==> src/rtl/ahb_lite_manager.sv <==
// AHB-Lite manager: turns a command/response handshake into pipelined SINGLE
// transfers. An address-phase register (A) feeds a data-phase register (D),
// so the address of transfer N+1 overlaps the data phase of transfer N.
// An ERROR response cancels a pending address phase for one cycle; the
// pending command is kept in A and re-issued once the error completes.
module ahb_lite_manager #(
    parameter int ADDR_W = 10,
    parameter int DATA_W = 64
) (
    input  logic              clk,
    input  logic              n_rst,
    input  logic              cmd_valid,
    output logic              cmd_ready,
    input  logic              cmd_write,
    input  logic [ADDR_W-1:0] cmd_addr,
    input  logic [2:0]        cmd_size,
    input  logic [DATA_W-1:0] cmd_wdata,
    output logic              rsp_valid,
    output logic              rsp_err,
    output logic [DATA_W-1:0] rsp_rdata,
    output logic              busy,
    output logic              hsel,
    output logic [1:0]        htrans,
    output logic              hwrite,
    output logic [ADDR_W-1:0] haddr,
    output logic [2:0]        hsize,
    output logic [2:0]        hburst,
    output logic [DATA_W-1:0] hwdata,
    input  logic              hready,
    input  logic              hresp,
    input  logic [DATA_W-1:0] hrdata
);

    localparam logic [1:0] HTRANS_IDLE   = 2'b00;
    localparam logic [1:0] HTRANS_NONSEQ = 2'b10;

    typedef enum logic {
        A_IDLE,
        A_ACTIVE
    } a_state_t;

    typedef enum logic [1:0] {
        D_NONE,
        D_DATA,
        D_ERR2
    } d_state_t;

    a_state_t          a_state_q, a_state_d;
    logic              a_write_q, a_write_d;
    logic [ADDR_W-1:0] a_addr_q, a_addr_d;
    logic [2:0]        a_size_q, a_size_d;
    logic [DATA_W-1:0] a_wdata_q, a_wdata_d;

    d_state_t          d_state_q, d_state_d;
    logic              d_write_q, d_write_d;
    logic [DATA_W-1:0] hwdata_q, hwdata_d;

    logic              rsp_valid_q, rsp_valid_d;
    logic              rsp_err_q, rsp_err_d;
    logic [DATA_W-1:0] rsp_rdata_q, rsp_rdata_d;

    logic              a_active;
    logic              addr_done;
    logic              cmd_accept;
    logic [ADDR_W-1:0] aligned_addr;

    assign a_active = (a_state_q == A_ACTIVE);

    // An address phase only completes while NONSEQ is actually on the bus,
    // which is never the case during the second error cycle.
    assign addr_done = a_active && hready && (d_state_q != D_ERR2);

    assign cmd_ready = !a_active
                       || (hready && (d_state_q != D_ERR2)
                           && !((d_state_q == D_DATA) && hresp));
    assign cmd_accept = cmd_valid && cmd_ready;

    // Clear the address bits below the transfer size so haddr is aligned.
    always_comb begin
        aligned_addr = cmd_addr;
        for (int i = 0; i < ADDR_W; i++) begin
            if (i < int'(cmd_size)) begin
                aligned_addr[i] = 1'b0;
            end
        end
    end

    // Next-state logic for the address register, data register and response.
    always_comb begin
        a_state_d   = a_state_q;
        a_write_d   = a_write_q;
        a_addr_d    = a_addr_q;
        a_size_d    = a_size_q;
        a_wdata_d   = a_wdata_q;
        d_state_d   = d_state_q;
        d_write_d   = d_write_q;
        hwdata_d    = hwdata_q;
        rsp_valid_d = 1'b0;
        rsp_err_d   = 1'b0;
        rsp_rdata_d = '0;

        case (d_state_q)
            D_DATA: begin
                if (hready) begin
                    rsp_valid_d = 1'b1;
                    rsp_err_d   = hresp;
                    rsp_rdata_d = (hresp || d_write_q) ? '0 : hrdata;
                    d_state_d   = D_NONE;
                end else if (hresp) begin
                    d_state_d = D_ERR2;
                end
            end
            D_ERR2: begin
                if (hready) begin
                    rsp_valid_d = 1'b1;
                    rsp_err_d   = 1'b1;
                    d_state_d   = D_NONE;
                end
            end
            default: begin
            end
        endcase

        if (addr_done) begin
            d_state_d = D_DATA;
            d_write_d = a_write_q;
            hwdata_d  = a_wdata_q;
            a_state_d = A_IDLE;
        end

        if (cmd_accept) begin
            a_state_d = A_ACTIVE;
            a_write_d = cmd_write;
            a_addr_d  = aligned_addr;
            a_size_d  = cmd_size;
            a_wdata_d = cmd_wdata;
        end
    end

    // State and pipeline registers; reset drops any in-flight transfer.
    always_ff @(posedge clk or negedge n_rst) begin
        if (!n_rst) begin
            a_state_q   <= A_IDLE;
            a_write_q   <= 1'b0;
            a_addr_q    <= '0;
            a_size_q    <= '0;
            a_wdata_q   <= '0;
            d_state_q   <= D_NONE;
            d_write_q   <= 1'b0;
            hwdata_q    <= '0;
            rsp_valid_q <= 1'b0;
            rsp_err_q   <= 1'b0;
            rsp_rdata_q <= '0;
        end else begin
            a_state_q   <= a_state_d;
            a_write_q   <= a_write_d;
            a_addr_q    <= a_addr_d;
            a_size_q    <= a_size_d;
            a_wdata_q   <= a_wdata_d;
            d_state_q   <= d_state_d;
            d_write_q   <= d_write_d;
            hwdata_q    <= hwdata_d;
            rsp_valid_q <= rsp_valid_d;
            rsp_err_q   <= rsp_err_d;
            rsp_rdata_q <= rsp_rdata_d;
        end
    end

    assign htrans    = (a_active && (d_state_q != D_ERR2)) ? HTRANS_NONSEQ : HTRANS_IDLE;
    assign hsel      = a_active;
    assign hwrite    = a_write_q;
    assign haddr     = a_addr_q;
    assign hsize     = a_size_q;
    assign hburst    = 3'b000;
    assign hwdata    = hwdata_q;
    assign rsp_valid = rsp_valid_q;
    assign rsp_err   = rsp_err_q;
    assign rsp_rdata = rsp_rdata_q;
    assign busy      = a_active || (d_state_q != D_NONE);

endmodule
==> config.mk <==
export PLATFORM = sky130hd
export DESIGN_NAME = ahb_lite_manager
export DESIGN_NICKNAME = d
export VERILOG_FILES = /design/src/rtl/ahb_lite_manager.sv
export SDC_FILE = /design/constraint.sdc
export NUM_CORES = 1
export LEC_CHECK = 0
export BUFFER_PORTS_ARGS = -buffer_cell sky130_fd_sc_hd__buf_2
export CAP_MARGIN = 10
export CORE_MARGIN = 5
export CORE_UTILIZATION = 49
export CTS_CLUSTER_DIAMETER = 40
export DETAILED_ROUTE_END_ITERATION = 10
export PLACE_DENSITY = 0.85
export SYNTH_ARGS = -nofsm -noshare
export SYNTH_HDL_FRONTEND = slang
export SYNTH_SLANG_ARGS = --single-unit
==> constraint.sdc <==
create_clock -name clk -period 2.45 [get_ports clk]
set_clock_uncertainty 0.15 [all_clocks]
set_input_delay 0.49 -clock clk [delete_from_list [all_inputs] [get_ports clk]]
set_output_delay 0.49 -clock clk [all_outputs]
set_load 0.005 [all_outputs]
==> results.md, run 1 <==
* Status: completed
* First-pass GRT wire length at ~27,000 um
* Yosys reg bits at ~210
* # setup viols final at 0
* Clock-pin slew on the worst setup and hold paths at about 60 ps
* Critical path startpoint: d_state_q[1]
* Average cell area after synthesis at 15.9 um^2
* Total GRT Usage at 0.187
* Worst r2r src: d_state_q[1]
* H-tree levels at 1
* Crit start category: flop
* Minimum clock period at roughly 2400 ps
* Num CTS Buffers at 26
* Nets at ~950
* Synth unique cells at 34
* Worst-path fanout max at 4
* Largest area contributor in the netlist: dfrtp_1
* Initial DRC count at around 130
* Clock power frac at 0.317
* Share of the synthesized area in the top cell type at 0.685
* DPL Wire Length at between 10,000 and 15,000 um
* Share of cells above drive strength 1 at 0.608
* Fmax at around 420 MHz
* DRT antenna net count at 0
* Max-cap violation count at 0
* Pre-CTS WS at roughly 180 ps
* DIE AREA at between 15,000 and 20,000 um^2
* Net Sw Frac at 0.266
* Yosys warnings at 0
* Cells after DPL at around 1,000
* Crit. End Element: output port
* Worst skew pair latency at roughly 500 ps
* Worst path max stage delay at 420 ps
* DR pass1 iterations at 4
* Layout Cells excl Fill at 1,037
* Cell Area, Synth at just under 8000 um^2
* CP cell instances: inv_2, ha_4, and2_1, o21a_2, inv_4, buf_2
* Final instance area at 10,500 um^2
* CP required at ~1800 ps
* Reg2Reg Depth at 9
* Vias in the first global route at 5,350
* Power Internal at 8.80 mW
* Async SR Flop Fraction at 1.00
* Final TNS setup at 0 ps
* Most area-consuming cells after synthesis: dfrtp_1 (69%), mux2_2 (19%), and2_1 (5.4%)
* WP data arrival at 1750 ps
* Initial antenna violation count at 1
* Final setup margin at roughly 63 ps
* Syn Inst Count at 488
* Worst Setup Path Type: reg -> out
* Most common flop cell mapped by yosys: dfrtp_1
* Area of the core at around 16,000 um^2
* Die span in x at around 140 um
* Critical Path End: cmd_ready
* CTS tree: built
* Worst Hold Class: in -> reg
* Die height at 136 um
* Final hold vios at 0
* ANT cells at 0
* Bufs on Longest Clock Path at 3
* Sw Pwr at 3.19 mW
* GPL Wtd Cong at 0.817
* Std cell rows at 46
* Drt wl/cell at between 15 and 20 um
* Register area share after synthesis at 0.685
* Sequential Power Share at 0.434
* Via count at roughly 5,000
* Final worst path period share at 0.974
* VDD IR-drop max at ~0.68 mV
* Cell count along the critical path at 6
* Post-synth EDFFs at 0
* Largest net degree at the start of global routing at 65
* Leakage at ~5.4 nW
* Max-slew violations at 0
* Grt ovf at 0
* HP Start: hrdata[18]
* Root Driver: clkbuf_16
* Filler cell count at ~1,100
* Combinational power share at 0.249
* Slowest-stage cell, CP: dfrtp_1
* Initial Util at 0.493
* Top delay family on crit path: flip-flops
* Vias per Instance at 4.76
* Power Density at roughly 1100 nW/um^2
* Clk sinks at between 200 and 250
* Crit path buf inv count at 3
* Reg2reg end: a_wdata_q[19]
* DP Area at around 9500 um^2
* FF-to-FF setup slack at 220 ps
* Post-route DRC at 0
* Io pins at roughly 300
* Port bufs at between 200 and 300
* RSZ-0062 raised after global routing: false
* Area growth, synth to finish at 35.4%
* Post-Route WL at 17,500 um
sequential cells by signal (all words and copies together), names as in the netlist:
name       flops
rsp_rdata     64
hsel           1
hsize          3
d_state_q      2
d_write_q      1
hwrite         1
rsp_err        1
a_wdata_q     64
hwdata        64
rsp_valid      1
haddr         10
cells in the mapped netlist (all sizes together) (2+ instances only):
master,count
o2bb2ai,5
nand3b,2
o21ai,2
nand3,4
o21a,3
mux2,137
clkbuf,7
inv,3
nand2b,3
nor3b,2
a21oi,2
nand2,6
and2,67
buf,19
dfrtp,212
ha,4
power by group through the flow:
| stage | registers [mW] | logic (mW) | clock network [mW] |
|---|---|---|---|
| floorplan | 5.21 | 1.61 | 0 |
| global placement | 5.20 | 2.87 | 0 |
| detailed placement | 5.25 | 2.98 | 0 |
| CTS | 5.21 | 3.01 | 3.88 |
| global route | 5.34 | 3.27 | 4.04 |
| finish | 5.20 | 2.99 | 3.80 |
per-layer routing:
| layer | GRT usage | routed length, um | vias to the layer above |
|---|---|---|---|
| met2 | 0.342 | 9380 | 196 |
| met1 | 0.208 | 6060 | 2422 |
| met4 | 0.0442 | 320 | 2 |
| met5 | 0 | 11 | - |
| li1 | - | - | 2292 |
| met3 | 0.0695 | 1730 | 25 |
cell type report:
type	count	area, um^2	share of cell area
inverters	4	17.5	0.00167
clock buffers	34	752	0.0717
flip-flops and latches	212	5310	0.506
clock inverters	12	141	0.0135
repair buffers	310	1680	0.160
multi-input cells	249	2320	0.221
well taps	216	270	0.0258
worst register-to-register path, stage by stage, from the launching register on:
cell     delay (ps)
dfrtp_1         430
inv_2           110
ha_4            140
and2_1          140
o21a_2          190
inv_4            40
buf_4           130
nand2_4         170
buf_12          230
mux2_2          370
stage by stage:
step / power [mW] / hold slack, ps / utilization
after floorplan: 6.82 / 44.4 / -
after global placement: 8.07 / 332 / 0.607
after detailed placement: 8.23 / 335 / 0.607
after CTS: 12.1 / 16.9 / 0.665
after global routing: 12.6 / 17.4 / 0.667
final: 12.0 / 36.1 / 0.667
placed cells by master, fill, tap and decap left out, drive strengths merged:
master and instances:
mux2 137, buf 308, o2bb2ai 5, or2 1, a22o 1, bufinv 2, a21oi 2, o21ai 2
a31oi 1, clkbuf 35, nor3 1, conb 4, inv 5, and2 67, o21a 3, nor3b 2
dlygate4sd3 1, clkinvlp 4, dfrtp 212, nor4b 1, nand4b 1, ha 4, nor2b 1, clkinv 5
nand2 6, a21o 1, nand2b 3, nand3b 2, nand3 4
timing repair:
item | in CTS | in global routing
pin swaps | 1 | 1
resized for setup | 4 | 3
setup endpoints to repair | 1 | 1
setup buffers | 1 | 2
endpoints found under the hold margin | 52 | 0
hold buffers | 1 | 0
worst min path at each step:
stage               cells after the start  slack (ps)             to
CTS                                     2          20  rsp_rdata[45]
global route                            2          20  rsp_rdata[45]
floorplan                               0          40   a_wdata_q[0]
global placement                        1         330     hwdata[47]
finish                                  2          40  rsp_rdata[18]
detailed placement                      1         330      hwdata[6]
cell families (layout without fill, tap and decap cells):
logic type / after synthesis / in the layout / synth area share
flip-flops: 212 / 212 / 0.685
multiplexers: 137 / 137 / 0.201
AND/OR/NAND/NOR: 89 / 89 / 0.0721
buffers and inverters: 30 / 360 / 0.0207
AO/OA/AOI/OAI: 15 / 15 / 0.0142
adder cells (fa/ha/maj): 4 / 4 / 0.00647
other: 1 / 4 / 0.000484
Note: power is estimated with default switching activity, not from simulation.
==> run 2: changes to the inputs <==
- CORE_MARGIN: 5 -> 2
==> run 2 against run 1 <==
Against the previous run: sequential power hardly changed; utilization is 1.8 points higher; wire length is 3.1% lower; critical path type unchanged; largest cell class unchanged; critical path depth stayed put; via count is 1.4% higher; combinational power is 3% higher; global-route usage is 0.96 points higher.
==> results.md, run 2 (synthesis results as in run 1) <==
* Worst-path fanout max at 6
* GPL Wtd Cong at 0.781
* Area growth, synth to finish at 35.5%
* Reg2Reg Depth at 5
* Die span in x at 130 um
* Clock-pin slew on the worst setup and hold paths at about 60 ps
* Bufs on Longest Clock Path at 3
* DR pass1 iterations at 4
* Worst Hold Class: in -> reg
* WP data arrival at between 1500 and 2000 ps
* Total GRT Usage at 0.197
* Final worst path period share at 0.986
* CP required at 1810 ps
* Commonest non-fill, non-tap cell in the layout: buf_2
* Io pins at 299
* Cell count along the critical path at 6
* Crit. End Element: output port
* Final setup margin at 34.2 ps
* Fmax at approximately 410 MHz
* # setup viols final at 0
* HP Start: hrdata[51]
* Worst Setup Path Type: reg -> out
* DRT antenna net count at 0
* Post-route DRC at 0
* Area of the core at about 15,000 um^2
* Vias per Instance at 4.82
* Leakage at approximately 5.4 nW
* Clk sinks at about 210
* Initial antenna violation count at 1
* VDD IR-drop max at around 0.75 mV
* Minimum clock period at roughly 2400 ps
* Reg2reg end: hwdata[62]
* Port bufs at slightly below 300
* Initial DRC count at between 100 and 150
* Share of cells above drive strength 1 at 0.611
* CTS tree: built
* Initial Util at 0.505
* DPL Wire Length at roughly 12,000 um
* Num CTS Buffers at 24
* First-pass GRT wire length at approximately 26,000 um
* Max-cap violation count at 0
* Crit path buf inv count at 3
* Least-Margin Pin Slew at roughly 570 ps
* Pre-CTS WS at roughly 230 ps
* Die height at about 130 um
* Worst hold endpoint: rsp_rdata[51]
* CP cell instances: inv_2, ha_4, nand2b_1, o21a_2, clkinv_2, buf_2
* Status: completed
* Most frequent cells in the layout: buf_2 (293), dfrtp_1 (212), mux2_2 (134), and2_1 (67), clkbuf_16 (25)
* Final hold vios at 0
* Root Driver: clkbuf_16
* Post-Route WL at ~17,000 um
* Max-slew violations at 0
* Worst path max stage delay at 420 ps
* WHS at approximately 45 ps
* Via count at about 5,000
* Largest net degree at the start of global routing at 65
* H-tree levels at 1
* DIE AREA at roughly 17,000 um^2
* Crit start category: flop
* Power Density at 1120 nW/um^2
* Nets at 960
* Std cell rows at 45
* Vias in the first global route at 5,220
* WHS Path Cells at 2
* FF-to-FF setup slack at about 330 ps
* Top delay family on crit path: flip-flops
* Relative slew slack at 0.616
* Final TNS setup at 0 ps
* Grt ovf at 0
* Slowest-stage cell, CP: dfrtp_1
* Drt wl/cell at about 16 um
* Worst skew pair latency at between 400 and 500 ps
* Worst r2r src: d_state_q[0]
run 2: cell types whose count changed in the layout (fill, tap and decap cells not counted), sizes merged:
cell	before	now
buf	308	316
bufinv	2	1
clkbuf	35	31
clkinv	5	9
clkinvlp	4	2
diode	0	2
inv	5	6
run 2: layout make-up:
| type | instances | area, um^2 |
|---|---|---|
| Fill cell | 1072 | 4830 |
| Tap cell | 211 | 264 |
| Clock buffer | 30 | 674 |
| Inverter | 4 | 16.3 |
| Antenna cell | 2 | 5.00 |
| Timing Repair Buffer | 318 | 1780 |
| Multi-Input combinational cell | 249 | 2320 |
| Sequential cell | 212 | 5310 |
| Clock inverter | 14 | 129 |
run 2: repair_timing:
item / in CTS / in global routing
buffers inserted: 1 / 3
pin swaps: 1 / 0
endpoints found under the hold margin: 57 / 0
hold buffers: 1 / 0
resized for setup: 2 / 4
endpoints found under the setup margin: 1 / 1
run 2: how the worst max path moves through the flow:
stage	from	to	slack, ps
6_report	d_state_q[0]	cmd_ready	30
5_1_grt	d_state_q[0]	cmd_ready	-20
4_1_cts	d_state_q[0]	cmd_ready	20
3_5_place_dp	d_state_q[0]	a_wdata_q[56]	230
3_3_place_gp	d_state_q[0]	a_wdata_q[23]	310
2_1_floorplan	d_state_q[0]	a_wdata_q[35]	460
run 2: per-layer routing:
metal	vias to the layer above	track usage	routed length, um
li1	2300	-	-
met1	2465	0.233	6360
met2	209	0.349	8790
met3	34	0.0603	1380
met4	0	0.0563	425
met5	-	0	0
run 2: stage by stage:
| step | util | total power [mW] | cell area (um^2) | instances |
|---|---|---|---|---|
| 6_report | 0.685 | 11.8 | 10500 | 1040 |
| 5_1_grt | 0.685 | 12.5 | 10500 | 1039 |
| 4_1_cts | 0.682 | 11.9 | 10400 | 1035 |
| 3_5_place_dp | 0.628 | 8.30 | 9610 | 989 |
| 3_3_place_gp | 0.628 | 8.13 | 9610 | 989 |
| 2_1_floorplan | - | 6.82 | 7750 | 491 |
run 2: power by group:
group          internal (mW)  switching (mW)
sequential              4.64           0.582
combinational           1.84            1.23
clock                   2.09            1.41
total                   8.57            3.23
